==> src/rtl/noc_pkg.sv <==
// Shared NoC helpers: beat width, minimum receive-FIFO depth and channel slicing.
package noc_pkg;

  localparam int unsigned NOC_A_W    = 3;
  localparam int unsigned NOC_D_W    = 32;
  localparam int unsigned NOC_BEAT_W = NOC_A_W + NOC_D_W;

  function automatic int unsigned beat_w(input int unsigned a_w, input int unsigned d_w);
    return a_w + d_w;
  endfunction

  // Depth needed to absorb 2*HR in-flight beats plus one cycle of slack each way.
  function automatic int unsigned min_fd(input int unsigned hr);
    return 2 * hr + 2;
  endfunction

  function automatic int unsigned ch_lsb(input int unsigned ch, input int unsigned bw);
    return ch * bw;
  endfunction

endpackage

==> src/rtl/bft_edge_fifo.sv <==
// Single-channel first-word-fall-through FIFO with occupancy count; head reads as zero when empty.
module bft_edge_fifo #(
  parameter int unsigned W  = 36,
  parameter int unsigned FD = 8
) (
  input  logic                       clk,
  input  logic                       rst,
  input  logic                       ce,
  input  logic                       push,
  input  logic [W-1:0]               din,
  input  logic                       pop,
  output logic [W-1:0]               dout_c,
  output logic                       empty_c,
  output logic [$clog2(FD+1)-1:0]    count
);

  localparam int unsigned AW = $clog2(FD);
  localparam int unsigned CW = $clog2(FD+1);

  logic [W-1:0]  mem [FD];
  logic [AW-1:0] wr_ptr;
  logic [AW-1:0] rd_ptr;
  logic          full;
  logic          do_push;
  logic          do_pop;

  assign full    = (count == CW'(FD));
  assign empty_c = (count == '0);
  assign do_pop  = ce & pop & ~empty_c;
  // A push into a full FIFO is only taken when the head leaves in the same cycle.
  assign do_push = ce & push & (~full | do_pop);
  assign dout_c  = empty_c ? '0 : mem[rd_ptr];

  always_ff @(posedge clk) begin
    if (rst) begin
      wr_ptr <= '0;
      rd_ptr <= '0;
      count  <= '0;
    end else begin
      if (do_push) wr_ptr <= wr_ptr + 1'b1;
      if (do_pop)  rd_ptr <= rd_ptr + 1'b1;
      count <= count + CW'(do_push) - CW'(do_pop);
    end
  end

  always_ff @(posedge clk) begin
    if (do_push) mem[wr_ptr] <= din;
  end

endmodule

==> src/rtl/bft_edge_pipe.sv <==
// Backpressure-correct N-channel boundary pipeline: HR forward/ready stages plus per-channel receive FIFO.
// Optional protocol/overflow checker enabled by defining BFT_EDGE_CHECK_EN.
module bft_edge_pipe
  import noc_pkg::*;
#(
  parameter int unsigned N   = 4,
  parameter int unsigned A_W = NOC_A_W,
  parameter int unsigned D_W = NOC_D_W,
  parameter int unsigned HR  = 1,
  parameter int unsigned FD  = 8
) (
  input  logic                   clk,
  input  logic                   rst,
  input  logic                   ce,
  input  logic [(A_W+D_W)*N-1:0] s_data,
  input  logic [N-1:0]           s_valid,
  input  logic [N-1:0]           s_last,
  output logic [N-1:0]           s_ready,
  output logic [(A_W+D_W)*N-1:0] m_data,
  output logic [N-1:0]           m_valid,
  output logic [N-1:0]           m_last,
  input  logic [N-1:0]           m_ready,
  output logic [N-1:0]           err
);

  localparam int unsigned BW = beat_w(A_W, D_W);
  localparam int unsigned CW = $clog2(FD+1);

  if (HR < 1) begin : g_hr_chk
    $error("bft_edge_pipe: HR must be at least 1");
  end
  if (FD < min_fd(HR)) begin : g_fd_min_chk
    $error("bft_edge_pipe: FD must be at least 2*HR+2");
  end
  if ((FD & (FD - 1)) != 0) begin : g_fd_pow2_chk
    $error("bft_edge_pipe: FD must be a power of two");
  end

  logic [N-1:0]    fwd_v [HR];
  logic [N-1:0]    fwd_l [HR];
  logic [BW*N-1:0] fwd_d [HR];
  logic [N-1:0]    rdy_q [HR];
  logic [N-1:0]    rdy_raw;
  logic [N-1:0]    emp;
  logic [N-1:0]    pop;
  logic [CW-1:0]   cnt  [N];
  logic [BW:0]     head [N];

  assign s_ready = rdy_q[HR-1] & {N{ce}};
  assign m_valid = ~emp & {N{ce}};
  assign pop     = m_valid & m_ready;

  // Keep ready high only while the FIFO can still take every beat already in flight.
  always_comb begin
    rdy_raw = '0;
    for (int i = 0; i < int'(N); i++) begin
      rdy_raw[i] = (CW'(FD) - cnt[i]) > CW'(2 * HR);
    end
  end

  always_ff @(posedge clk) begin
    if (rst) begin
      for (int k = 0; k < int'(HR); k++) begin
        fwd_v[k] <= '0;
        fwd_l[k] <= '0;
        fwd_d[k] <= '0;
        rdy_q[k] <= '0;
      end
    end else if (ce) begin
      fwd_v[0] <= s_valid & s_ready;
      fwd_l[0] <= s_last;
      fwd_d[0] <= s_data;
      rdy_q[0] <= rdy_raw;
      for (int k = 1; k < int'(HR); k++) begin
        fwd_v[k] <= fwd_v[k-1];
        fwd_l[k] <= fwd_l[k-1];
        fwd_d[k] <= fwd_d[k-1];
        rdy_q[k] <= rdy_q[k-1];
      end
    end
  end

  for (genvar i = 0; i < int'(N); i++) begin : g_ch
    bft_edge_fifo #(
      .W  (BW + 1),
      .FD (FD)
    ) u_fifo (
      .clk     (clk),
      .rst     (rst),
      .ce      (ce),
      .push    (fwd_v[HR-1][i]),
      .din     ({fwd_l[HR-1][i], fwd_d[HR-1][ch_lsb(i, BW) +: BW]}),
      .pop     (pop[i]),
      .dout_c  (head[i]),
      .empty_c (emp[i]),
      .count   (cnt[i])
    );

    assign m_last[i]                   = head[i][BW];
    assign m_data[ch_lsb(i, BW) +: BW] = head[i][BW-1:0];
  end

`ifdef BFT_EDGE_CHECK_EN
  logic [N-1:0] pend_q;
  logic [N-1:0] err_q;
  logic [N-1:0] ovf;

  always_comb begin
    ovf = '0;
    for (int i = 0; i < int'(N); i++) begin
      ovf[i] = fwd_v[HR-1][i] & (cnt[i] == CW'(FD)) & ~pop[i];
    end
  end

  // pend_q marks a beat offered but not taken; dropping valid afterwards is a withdrawal.
  always_ff @(posedge clk) begin
    if (rst) begin
      pend_q <= '0;
      err_q  <= '0;
    end else if (ce) begin
      pend_q <= s_valid & ~s_ready;
      err_q  <= err_q | ovf | (pend_q & ~s_valid);
    end
  end

  assign err = err_q;
`else
  assign err = '0;
`endif

endmodule

==> config.mk <==
export PLATFORM = sky130hd
export DESIGN_NAME = bft_edge_pipe
export DESIGN_NICKNAME = d
export VERILOG_FILES = /design/src/rtl/noc_pkg.sv /design/src/rtl/bft_edge_fifo.sv /design/src/rtl/bft_edge_pipe.sv
export SDC_FILE = /design/constraint.sdc
export NUM_CORES = 1
export LEC_CHECK = 0
export ABC_AREA = 0
export CORE_MARGIN = 5
export CORE_UTILIZATION = 50
export DETAILED_ROUTE_END_ITERATION = 8
export GPL_ROUTABILITY_DRIVEN = 0
export HOLD_SLACK_MARGIN = 0.05
export PLACE_DENSITY = 0.71
export REMOVE_ABC_BUFFERS = 1
export SYNTH_ARGS = -nofsm -noshare
export SYNTH_HDL_FRONTEND = slang
export SYNTH_SLANG_ARGS = --single-unit
export TNS_END_PERCENT = 100
==> constraint.sdc <==
create_clock -name clk -period 5.66 [get_ports clk]
set_input_delay 0.849 -clock clk [delete_from_list [all_inputs] [get_ports clk]]
set_output_delay 0.849 -clock clk [all_outputs]
set_load 0.01 [all_outputs]
---- After elaboration in Yosys (flattened, before gate mapping) ----
Memories as Yosys holds them, arrays and structs flattened. A register that Yosys moved wholly into a read port is not among the register bits.
Cells that the tools add are included.
operators by class
  order comparisons ....................... 4
  bitwise gates (word level) .............. 33
  multiplexer cells ....................... 33
  $add $sub $neg .......................... 20
  equal/unequal tests ..................... 4
  reduce and logical (&&, ||, !) cells .... 8
operators with widths
  kind                   count
  $mux W36               4
  $mux W140              1
  $reduce_or A140 Y1     1
  $add A3 B1 Y3 const B  8
  $mux W3                8
  $mux W1                17
  $add A4 B1 Y4          4
  $and A1 B1 Y1          16
  $and A4 B4 Y4          4
  $eq A4 B4 Y1 const B   4
  $gt A4 B2 Y1 const B   4
  $logic_not A4 Y1       4
  $sub A4 B1 Y4          4
  $sub A4 B4 Y4 const A  4
  $mux W4                3
  $reduce_or A4 Y1       3
  $not A1 Y1             8
  $not A4 Y4             1
  $or A1 B1 Y1           4
word-level totals
  output and inout port bits .............. 156
  bits of input ports ..................... 155
  register bits after elaboration ......... 40
  word-level logic and storage cells ...... 122
  memories kept ........................... 8
  memory bits (writable) .................. 1,304
memories
  memory              depth  width  read ports  clocked after memory_dff  write ports  RTL line             text
  g_ch[0].u_fifo.mem  8      36     1           1                         1            bft_edge_fifo.sv:20  logic [W-1:0] mem [FD];
  g_ch[1].u_fifo.mem  8      36     1           1                         1            bft_edge_fifo.sv:20
  g_ch[2].u_fifo.mem  8      36     1           1                         1            bft_edge_fifo.sv:20
  g_ch[3].u_fifo.mem  8      36     1           1                         1            bft_edge_fifo.sv:20
  fwd_d               1      140    1           0                         1            bft_edge_pipe.sv:41  logic [BW*N-1:0] fwd_d [HR];
  fwd_l               1      4      1           0                         1            bft_edge_pipe.sv:40  logic [N-1:0] fwd_l [HR];
  +2 memories         n/a    n/a    n/a         n/a                       n/a          n/a

---- Logic depth before layout (Yosys ltp) ----
Gate-level depths: netlist of the first run.
  word-level depth ........................ 10
  gate-level depth with buffers ........... 12
  depth with buffers taken out ............ 11

---- Modules after synthesis ----
Synthesis of the first run repeated with hierarchy kept, for this count alone.
unflattened totals
  cells, all modules ...................... 2,385
  area, all modules ....................... 52,007.4 µm²
modules (own cells, without submodules)
  module         instances  cells an instance  area each (µm²)  sequential area each (µm²)
  bft_edge_fifo  4          503                11,502.3         8,908.5
  bft_edge_pipe  1          373                5,998.3          4,564.4

---- Worst setup path after synthesis of the first run ----
Ideal clock, no wire load.
  kind .................................... input to register
  start point ............................. input port ce
  end point ............................... memory g_ch[2].u_fifo.mem[2][0], enable pin
  path buffers ............................ 2
  cell stages on the path ................. 5
  library setup time ...................... 0.520 ns
  data required time ...................... 5.140 ns
  setup slack ............................. 0.282 ns
  arrival ................................. 4.858 ns
  path through ............................ buf_4 nand2_1 a31oi_1 buf_4 nor4bb_1
on the way
  longest elaborated chain between the ends .. 8
  elaborated cells on any way between the ends .. 9
  those cells by class .................... 2 x mux; 7 x bitwise
RTL lines
  element                            RTL line             text
  start: declaration                 bft_edge_pipe.sv:14  input logic ce,
  $and A4 B4 Y4                      bft_edge_pipe.sv:50  assign m_valid = ~emp & {N{ce}};
  $and A4 B4 Y4                      bft_edge_pipe.sv:51  assign pop = m_valid & m_ready;
  $and A1 B1 Y1 (2 in a row)         bft_edge_fifo.sv:29  assign do_pop = ce & pop & ~empty_c;
  $or A1 B1 Y1                       bft_edge_fifo.sv:31  assign do_push = ce & push & (~full | do_pop);
  $and A1 B1 Y1 (*)                  bft_edge_fifo.sv:31
  net g_ch[2].u_fifo.do_push         bft_edge_fifo.sv:24  logic do_push;
  $mux W1 (*)                        bft_edge_fifo.sv:47  if (do_push) mem[wr_ptr] <= din;
  $mux W1 (implied by the code) (*)  bft_edge_fifo.sv:47
  end: declaration                   bft_edge_fifo.sv:20
Mark *: on every way through the listed nets, which the timed path passes. The rest lies on a longest branch.

---- Worst setup path in the final report of the first run ----
  start point ............................. register g_ch[1].u_fifo.count[1]
  end point ............................... output port m_data[61]
on the way
  longest elaborated chain between the ends .. 2
RTL lines
  element                   RTL line             text
  start: declaration        bft_edge_fifo.sv:14  output logic [$clog2(FD+1)-1:0] count
  start signal: assignment  bft_edge_fifo.sv:42  count <= count + CW'(do_push) - CW'(do_pop);
  $logic_not A4 Y1          bft_edge_fifo.sv:28  assign empty_c = (count == '0);
  $mux W36                  bft_edge_fifo.sv:32  assign dout_c = empty_c ? '0 : mem[rd_ptr];
  end: declaration          bft_edge_pipe.sv:19  output logic [(A_W+D_W)*N-1:0] m_data,
Every way passes these cells.

==> results of run 1 <==
## report_power, final
part | internal, mW | switching, mW
combinational | 1.96 | 2.52
sequential | 11.3 | 0.286
clock | 5.17 | 3.82
## cells in the final DEF (no fill, tap or decap), types with 19 or more instances in the layout
cell and instances:
nor2_1 30, buf_4 61, inv_1 31, mux2_2 451, clkdlybuf4s50_1 304, a32oi_1 144
clkbuf_1 26, dfxtp_1 44, nand3_1 153, nor2b_1 25, edfxtp_1 1304, and2_1 149
clkbuf_16 146, o211ai_2 100, a21oi_1 19, mux2i_1 148, ha_1 41, o211ai_1 46
clkinv_2 26, clkinv_1 27
## area by class of cell
cell class	count	area [sq um]	area share, %
well taps	1414	1769	2.784
flip-flops and latches	1356	40220	63.29
multi-input cells	1450	13310	20.95
diodes	6	15.01	0.02363
repair buffers	372	3611	5.682
clock inverters	83	748.2	1.177
clock buffers	172	3751	5.903
inverters	32	120.1	0.1890
## worst paths after layout
path,slack (ns),cells past startpoint,start,endpoint
worst max-delay path,1.15,6,g_ch[1].u_fifo.count[1]$_SDFF_PP0_,m_data[61]
worst min register to register,0.53,2,g_ch[1].u_fifo.rd_ptr[1]$_SDFFE_PP0P_,flop
worst min-delay path,0.45,2,rst,flop
worst max register to register,2.32,6,g_ch[2].u_fifo.count[2]$_SDFF_PP0_,g_ch[2].u_fifo.mem[1][26]$_DFFE_PP_
## registers in the layout (all words and copies together), names as in the netlist, named ones only
name	flops
g_ch.u_fifo.rd_ptr	12
g_ch.u_fifo.mem	1152
g_ch.u_fifo.count	16
fwd_v	4
fwd_d	140
fwd_l	4
rdy_q	4
g_ch.u_fifo.wr_ptr	12
## cells by family after synthesis
logic type | Yosys count
flip-flops | 1356
AO/OA/AOI/OAI | 347
multiplexers | 599
AND/OR/NAND/NOR | 440
XOR/XNOR | 15
buffers and inverters | 222
adder cells (fa/ha/maj) | 45
other | 1
## critical path, delay by kind of cell, from the launching register on
family | cells | cell delay (ns)
AO/OA/AOI/OAI | 2 | 0.72
buffers and inverters | 2 | 0.71
AND/OR/NAND/NOR | 1 | 0.71
flip-flops | 1 | 0.41
adder cells (fa/ha/maj) | 1 | 0.35
## per-layer routing
metal,global-route usage (%),share of wire (%),routed length (um)
met1,26.38,42,49060
met2,33.41,50,57580
met3,3.935,5.5,6331
met4,5.548,2.2,2551
met5,0,0.013,15
## stage by stage
stage	std cells	power, mW
3_5_place_dp	4624	16.36
2_1_floorplan	2838	14.02
4_1_cts	4879	25.35
3_3_place_gp	4624	16.32
6_report	4885	25.08
5_1_grt	4880	26.06
==> results.py, run 1 <==
metrics = {
    "floorplanning": {
        "io_pins": 311,
        "fp.dieArea_sq_um": 115700,
        "start_util_pct": 50.23,
        "coreArea_sq_um": 108600,
        "die_w_um": 340.2,
        "die_y_um": 340.2,
        "placementRows": 121,
    },
    "sta": {
        "finalHoldViolCount": 0,
        "hold_ws_ns": 0.4508,
        "post-route-min-period_ns": 4.513,
        "max_freq_ghz": 0.2216,
        "setup_violations": 0,
        "finClkSkew_ns": 0.02654,
        "worst_pin_slew_ns": 1.345,
        "relSlewSlack_pct": 10.32,
        "post-route-period-util_pct": 79.74,
        "maxSlewViolCount": 0,
        "timing.final.ws_setup_ns": 1.147,
        "fin_tns_setup_ns": 0,
        "grt_setup_unrepaired": "false",
    },
    "synth": {
        "syn_area_sq_um": 54520,
        "synthAdderAreaFrac_pct": 1.088,
        "synthXorXnorAreaFrac_pct": 0.2410,
        "netlist_instances": 3025,
        "yosys_register_bits": 1356,
        "synth_commonest_cells": "edfxtp_1 (1304), mux2_2 (451), nand3_1 (153)",
        "synth_edf_count": 1304,
        "synth_top_area_cell": "edfxtp_1",
        "yosys-top-cells-area": "edfxtp_1 (72%), mux2_2 (9.3%), mux2i_1 (2.7%), a32oi_1 (2.3%), o211ai_2 (2.3%)",
        "synth_top_family_by_area": "multiplexers",
        "synth-simple-area-share_pct": 4.659,
        "synth_top_flop_cell": "edfxtp_1",
        "avgSynthCellArea_sq_um": 18.02,
        "synth_compound_area_share_pct": 6.093,
        "synthMuxAreaShare_pct": 12.03,
        "synthArstFlopShare_pct": 0,
        "yosys.cell_count.top_type": "edfxtp_1",
        "ys_seq_area_share_pct": 73.73,
        "synthDistinctLibCells": 47,
        "yosys_warnings": 0,
        "synth_top_area_share_pct": 71.82,
    },
    "finish": {
        "nets": 3554,
        "final_util_pct": 58.54,
        "finalInstanceArea_sq_um": 63550,
        "fill_cells": 7968,
        "drive_above_1_share_pct": 25.57,
        "synthToLayoutAreaGrowth_pct": 16.56,
    },
    "clock_tree": {
        "clk_pin_slew_ns": 0.06,
        "post_cts.repair.setup_buffers": 0,
        "h-tree-depth": 4,
        "cts_sinks": 1356,
        "cts_root_buffer": "clkbuf_16",
        "post_cts_resized": 0,
        "cts.path.max_buffers": 3,
        "clkLatencyLatePin_ns": 0.74,
        "cts_buffers": 142,
        "hold_buffers": 0,
        "cts_tree": "done",
    },
    "setup_path": {
        "crit_type": "reg -> out",
        "endpoint_kind": "output port",
        "slowest_stage": "nand2b_2",
        "cp.required_ns": 4.81,
        "worstSetupStartpointType": "flop",
        "worst-path-max-fanout": 36,
        "cpPeakStageDelay_ns": 0.71,
        "path_cells": "inv_1, ha_1, a21boi_4, nand2b_2, o211ai_2, clkdlybuf4s50_1",
        "arrival_ns": 3.66,
    },
    "power_and_ir_drop": {
        "powerDensity_nw_per_um2": 394.7,
        "peakVddDrop_uv": 260.9,
        "p_leak_nw": 20.49,
    },
    "job": {
        "drv_cap": 0,
    },
    "place": {
        "post-place-ws_ns": 1.705,
        "io_buffers": 306,
        "place_area_sq_um": 59030,
        "hpwlAfterDp_mm": 63.96,
    },
    "drt": {
        "viasPerCell": 5.729,
        "first_pass_iters": 7,
        "wl_mm": 115.5,
        "avgRoutedWirePerCell_um": 23.65,
        "vias": 27990,
        "drtIter0Drc": 1993,
        "drc_errors": 0,
        "ant_nets": 0,
    },
    "grt": {
        "grt_start_max_net_pins": 74,
        "grt-ovfl-total": 0,
        "grtUsageTotal_pct": 19.78,
        "grt_pass1_vias": 29220,
        "grt_pass1_wl_mm": 176.8,
        "grt_antenna_before_repair": 8,
    },
    "worst_hold_path": {
        "worstHoldPathType": "in -> reg",
    },
    "run_status": {
        "status": "completed",
    },
}
(Power assumes the default switching activity.)
==> run 2, diff against run 1 <==
- clock period: 5.66 -> 3.7 ns (I/O delays scaled with it)
==> run 2 against run 1 <==
Effect of this change:
- first-iteration DRC count is 2.9% higher
- sequential power grew 53%
- clock power increased by 51%
- cell area grew 1.4%
- non-clock buffer count is 45 higher
- clock-buffer cell count grew 4
- setup slack got worse by 1.0 ns
- routed wire length is 2.8% higher
- critical endpoint is now m_data[14]
- largest cell class unchanged
==> results.py, run 2 (synthesized netlist as in run 1, its figures left out) <==
metrics = {
    "run_status": {
        "status": "completed",
    },
    "floorplanning": {
        "placementRows": 121,
        "die_w_um": 340.2,
        "fp.dieArea_sq_um": 115700,
        "start_util_pct": 50.23,
        "coreArea_sq_um": 108600,
        "io_pins": 311,
        "die_y_um": 340.2,
    },
    "grt": {
        "grt_start_max_net_pins": 74,
        "grt-ovfl-total": 0,
        "grt_use_met1_pct": 27.24,
        "busiest_layer": "met2",
        "grt_util_met2_pct": 33.72,
        "grt_pass1_wl_mm": 179.9,
        "grt_pass1_vias": 29370,
        "grt_antenna_before_repair": 8,
        "met3_usage_pct": 4.035,
        "grtUsageTotal_pct": 20.17,
    },
    "clock_tree": {
        "cts_tree": "done",
        "cts_buffers": 141,
        "cts_sinks": 1356,
        "clkLatencyLatePin_ns": 0.74,
        "hold_buffers": 0,
        "cts_root_buffer": "clkbuf_16",
        "clk_pin_slew_ns": 0.06,
        "cts.path.max_buffers": 3,
        "h-tree-depth": 4,
    },
    "power_and_ir_drop": {
        "p_leak_nw": 20.94,
        "design_power_total_mw": 38.78,
        "peakVddDrop_uv": 509.7,
        "powerDensity_nw_per_um2": 601.8,
    },
    "drt": {
        "wl_mm": 118.8,
        "drtIter0Drc": 2050,
        "viasPerCell": 5.745,
        "vias": 28310,
        "avgRoutedWirePerCell_um": 24.10,
        "drc_errors": 0,
        "first_pass_iters": 5,
        "ant_nets": 0,
    },
    "setup_path": {
        "cpPeakStageDelay_ns": 0.60,
        "r2r_end": "g_ch[3].u_fifo.mem[6][20]$_DFFE_PP_",
        "slowest_stage": "clkdlybuf4s50_1",
        "worst-path-max-fanout": 10,
        "endpoint_kind": "output port",
        "path_cells": "inv_1, ha_2, a21boi_4, nand2b_2, buf_4, o211ai_2, clkdlybuf4s50_1",
        "arrival_ns": 3.00,
        "r2r_setup_slack_ns": 0.97,
        "worstSetupStartpointType": "flop",
        "rr_startpoint": "g_ch[3].u_fifo.count[2]$_SDFF_PP0_",
        "reg2reg_depth": 7,
        "crit_type": "reg -> out",
        "cp.required_ns": 3.14,
    },
    "place": {
        "hpwlAfterDp_mm": 65.01,
        "io_buffers": 306,
        "placed_cells": 4662,
        "post-place-ws_ns": 0.5651,
    },
    "finish": {
        "instances_no_fill": 4928,
        "layout_common_cells": "edfxtp_1 (1304), mux2_2 (451), clkdlybuf4s50_1 (297)",
        "layout_commonest_cell": "edfxtp_1",
        "drive_above_1_share_pct": 26.58,
        "top_regs": "g_ch.u_fifo.mem x1152, fwd_d x140, g_ch.u_fifo.count x16",
        "largest_register_ffs": 1152,
        "nets": 3598,
        "multiInputGateArea_sq_um": 13340,
        "synthToLayoutAreaGrowth_pct": 18.19,
        "final_util_pct": 59.36,
        "seqCellArea_sq_um": 40220,
        "top_register": "g_ch.u_fifo.mem",
        "fill_cells": 7931,
    },
    "worst_hold_path": {
        "min_from": "ce",
        "worstHoldPathType": "in -> reg",
        "hold-path-cell-count": 3,
    },
    "sta": {
        "hold_ws_ns": 0.3466,
        "max_freq_ghz": 0.2812,
        "post-route-min-period_ns": 3.556,
        "post-route-period-util_pct": 96.10,
        "setup_violations": 0,
        "grt_setup_unrepaired": "true",
        "maxSlewViolCount": 0,
        "relSlewSlack_pct": 27.49,
        "timing.final.ws_setup_ns": 0.1442,
        "worst_pin_slew_ns": 1.085,
        "finalHoldViolCount": 0,
        "finClkSkew_ns": 0.02064,
    },
    "job": {
        "drv_cap": 0,
    },
}
[run 2: cell count changes in the layout (fill, tap and decap cells not counted), moves of 2 or more]
cell             previous run  this run
buf_12                      5        43
buf_6                       0         7
clkdlybuf4s50_1           304       297
ha_1                       41        34
ha_2                        0         7
dlymetal6s2s_1              0         6
buf_4                      61        57
clkinvlp_4                  6         2
clkbuf_1                   26        29
clkbuf_16                 146       148
clkbuf_8                    0         2
inv_6                       7         5
[run 2: timing repair]
item	in CTS	in global routing
setup endpoints to repair	122	61
pin swaps	2	8
gates cloned	0	2
gates resized for setup	14	17
setup buffers	0	5
hold endpoints to repair	0	0
[run 2: per-stage QoR]
| step | setup TNS, ns | instance area (sq um) |
|---|---|---|
| floorplan | -484.62 | 53480 |
| global placement | 0 | 59770 |
| detailed placement | 0 | 59770 |
| CTS | 0 | 64250 |
| global route | -0.03619 | 64420 |
| finish | 0 | 64440 |
[run 2: report_power, final]
group,switching [mW],internal (mW)
clock,5.76,7.88
combinational,4.05,3.37
sequential,0.380,17.3
total,10.2,28.6
[run 2: critical path: cells and delay by family, from the launching register on]
family | cells | cell delay (ns)
flops | 1 | 0.41
simple gates | 1 | 0.17
fa+ha+maj | 1 | 0.27
buf+inv | 3 | 0.96
compound gates | 2 | 0.45
[run 2: worst max path at each step]
stage / slack, ns / startpoint / to / depth (start not counted)
final: 0.14 / g_ch[0].u_fifo.count[1]$_SDFF_PP0_ / m_data[14] / 7
after global routing: -0.01 / g_ch[3].u_fifo.count[2]$_SDFF_PP0_ / m_data[139] / 7
after CTS: 0.001 / g_ch[1].u_fifo.count[1]$_SDFF_PP0_ / m_data[37] / 7
after detailed placement: 0.57 / g_ch[2].u_fifo.count[1]$_SDFF_PP0_ / m_data[97] / 7
after global placement: 0.59 / g_ch[2].u_fifo.count[1]$_SDFF_PP0_ / m_data[97] / 7
after floorplan: -1.74 / g_ch[0].u_fifo.count[2]$_SDFF_PP0_ / g_ch[0].u_fifo.mem[2][0]$_DFFE_PP_ / 5
[run 2: layout make-up]
type / count / share of cell area, %
Timing Repair Buffer: 417 / 7.022
Clock buffer: 176 / 5.843
Clock inverter: 76 / 1.056
Antenna cell: 7 / 0.02719
Sequential cell: 1356 / 62.42
Inverter: 32 / 0.1864
Multi-Input combinational cell: 1450 / 20.70
Tap cell: 1414 / 2.746
[run 2: per-layer routing]
layer  vias to the layer above  share of wire, %
met3                       158               6.0
met4                         2               1.9
met5                         -             0.017
li1                      12780                 -
met1                     14560                42
met2                       809                50
==> run 3, diff against run 2 <==
- CORE_UTILIZATION: 50 -> 45
- CTS_BUF_LIST: default -> sky130_fd_sc_hd__clkbuf_8 sky130_fd_sc_hd__clkbuf_16
- PLACE_DENSITY: 0.71 -> 0.65
- RECOVER_POWER: default -> 25
==> run 3 against run 2 <==
Effect of this change:
- via count decreased by 0.90%
- clock skew about the same
- core utilization decreased by 5.3 points
- die area increased by 11%
- total power increased by 1.8%
- sequential power about the same
- final cell count increased by 4.1%
- setup slack got worse by 0.0051 ns
- non-clock buffer count increased by 1
- routed wire length decreased by 0.70%
- clock-buffer cell count decreased by 27
==> results.py, run 3 (synthesized netlist as in run 1, its figures left out) <==
metrics = {
    "power_and_ir_drop": {
        "peakVddDrop_uv": 469.3,
        "p_leak_nw": 21.15,
        "powerDensity_nw_per_um2": 608.5,
    },
    "sta": {
        "post-route-period-util_pct": 96.24,
        "max_freq_ghz": 0.2808,
        "setup_violations": 0,
        "grt_setup_unrepaired": "false",
        "finalHoldViolCount": 0,
        "fin_tns_setup_ns": 0,
        "post-route-min-period_ns": 3.561,
        "timing.final.ws_setup_ns": 0.1390,
        "maxSlewViolCount": 0,
        "relSlewSlack_pct": 43.47,
        "finClkSkew_ns": 0.02094,
        "worst_pin_slew_ns": 0.8442,
    },
    "floorplanning": {
        "die_w_um": 358.1,
        "coreArea_sq_um": 120100,
        "fp.dieArea_sq_um": 128200,
        "io_pins": 311,
        "start_util_pct": 45.38,
        "die_y_um": 358.1,
        "placementRows": 127,
    },
    "drt": {
        "wl_mm": 117.9,
        "avgRoutedWirePerCell_um": 22.98,
        "drc_errors": 0,
        "first_pass_iters": 5,
        "ant_nets": 0,
        "drtIter0Drc": 1923,
        "viasPerCell": 5.467,
        "vias": 28060,
    },
    "grt": {
        "grtUsageTotal_pct": 18.21,
        "grt_antenna_before_repair": 5,
        "grt_pass1_wl_mm": 178.0,
        "grt-ovfl-total": 0,
        "grt_pass1_vias": 28970,
        "grt_start_max_net_pins": 75,
    },
    "clock_tree": {
        "cts_buffers": 142,
        "clk_pin_slew_ns": 0.06,
        "clkLatencyLatePin_ns": 0.74,
        "hold_buffers": 0,
        "cts_sinks": 1356,
        "cts_root_buffer": "clkbuf_16",
        "h-tree-depth": 4,
        "cts.path.max_buffers": 3,
        "cts_tree": "done",
    },
    "setup_path": {
        "worstSetupStartpointType": "flop",
        "cpPeakStageDelay_ns": 0.59,
        "arrival_ns": 3.01,
        "cp.depth": 7,
        "endpoint_kind": "output port",
        "slowest_stage": "clkdlybuf4s50_1",
        "timing.critical_path.buf_inv": 3,
        "crit_type": "reg -> out",
        "cpLargestDelayFamily": "buffers and inverters",
        "worst-path-max-fanout": 36,
        "reg2reg_depth": 7,
        "path_cells": "inv_1, ha_2, a21boi_4, nand2b_2, buf_6, o211ai_1, clkdlybuf4s50_1",
        "cp.required_ns": 3.14,
    },
    "place": {
        "place_area_sq_um": 59890,
        "io_buffers": 306,
        "post-place-ws_ns": 0.4658,
        "hpwlAfterDp_mm": 64.42,
    },
    "worst_hold_path": {
        "hold-path-cell-count": 3,
        "worstHoldPathType": "in -> reg",
    },
    "finish": {
        "layout_common_cells": "edfxtp_1 (1304), mux2_2 (451), clkdlybuf4s50_1 (297)",
        "synthToLayoutAreaGrowth_pct": 19.04,
        "fill_cells": 9455,
        "largest_register_ffs": 1152,
        "top_regs": "g_ch.u_fifo.mem x1152, fwd_d x140, g_ch.u_fifo.count x16",
        "nets": 3600,
        "layout_commonest_cell": "edfxtp_1",
        "drive_above_1_share_pct": 26.90,
        "top_register": "g_ch.u_fifo.mem",
        "finalInstanceArea_sq_um": 64900,
    },
    "job": {
        "drv_cap": 0,
    },
    "run_status": {
        "status": "completed",
    },
}
-- run 3: cell count changes in the layout (fill, tap and decap cells not counted), sizes merged --
| cell | previous run | this run |
|---|---|---|
| clkbuf | 179 | 149 |
| inv | 41 | 61 |
| bufinv | 9 | 19 |
| clkinvlp | 2 | 6 |
| diode | 7 | 3 |
| buf | 110 | 113 |
| clkinv | 56 | 58 |
| bufbuf | 0 | 1 |
| dlygate4sd2 | 1 | 0 |
| dlymetal6s2s | 6 | 7 |
-- run 3: worst reg2reg max path: cells and delay by family (launching register included) --
kind	cells	cell delay [ns]
adders and majority gates	1	0.27
DFF	1	0.35
buffers and inverters	3	0.60
and+or+nand+nor	2	0.78
AOI/OAI and AO/OA	1	0.26
-- run 3: cell type report --
class / instances / area [sq um] / area share, %
flip-flops and latches: 1356 / 40220 / 61.97
multi-input cells: 1450 / 13350 / 20.57
clock buffers: 149 / 3706 / 5.710
inverters: 32 / 120.1 / 0.1851
repair buffers: 418 / 4383 / 6.753
clock inverters: 112 / 1099 / 1.693
diodes: 3 / 7.507 / 0.01157
well taps: 1612 / 2017 / 3.108
-- run 3: worst paths after layout --
check	endpoint	startpoint	slack (ns)
worst min-delay path	g_ch[2].u_fifo.count[1]$_SDFF_PP0_	rst	0.38
worst max register to register	g_ch[3].u_fifo.mem[3][19]$_DFFE_PP_	g_ch[3].u_fifo.count[2]$_SDFF_PP0_	1.12
worst min register to register	flop	g_ch[2].u_fifo.rd_ptr[1]$_SDFFE_PP0P_	0.53
worst max-delay path	m_data[38]	g_ch[1].u_fifo.count[1]$_SDFF_PP0_	0.14
-- run 3: metal layers --
| layer | part of all wire, % | up-vias | global-route usage (%) |
|---|---|---|---|
| met5 | 0.043 | - | 0 |
| met1 | 44 | 14400 | 24.66 |
| met2 | 49 | 685 | 30.46 |
| met4 | 2.0 | 6 | 4.942 |
| li1 | - | 12790 | - |
| met3 | 5.3 | 176 | 3.423 |
-- run 3: where the power goes --
group	total, mW	switching [mW]	internal [mW]
combinational	7.35	4.02	3.33
clock	14.4	5.83	8.61
sequential	17.7	0.377	17.3
total	39.5	10.2	29.3
-- run 3: timing repair --
action / 4_1_cts / 5_1_grt
pin swaps: 3 / 1
buffers inserted: 6 / 1
setup endpoints to repair: 132 / 50
cloned: 1 / 0
resized for setup: 18 / 14
-- run 3: per-stage QoR --
stage	instances	hold WS [ns]	util, %	total power [mW]
4_1_cts	5128	0.3053	53.97	39.95
6_report	5132	0.3751	54.02	39.49
3_5_place_dp	4860	0.5143	49.85	25.29
3_3_place_gp	4860	0.5059	49.85	25.23
2_1_floorplan	2838	0.4856	-	21.45
5_1_grt	5129	0.3665	54.02	41.05
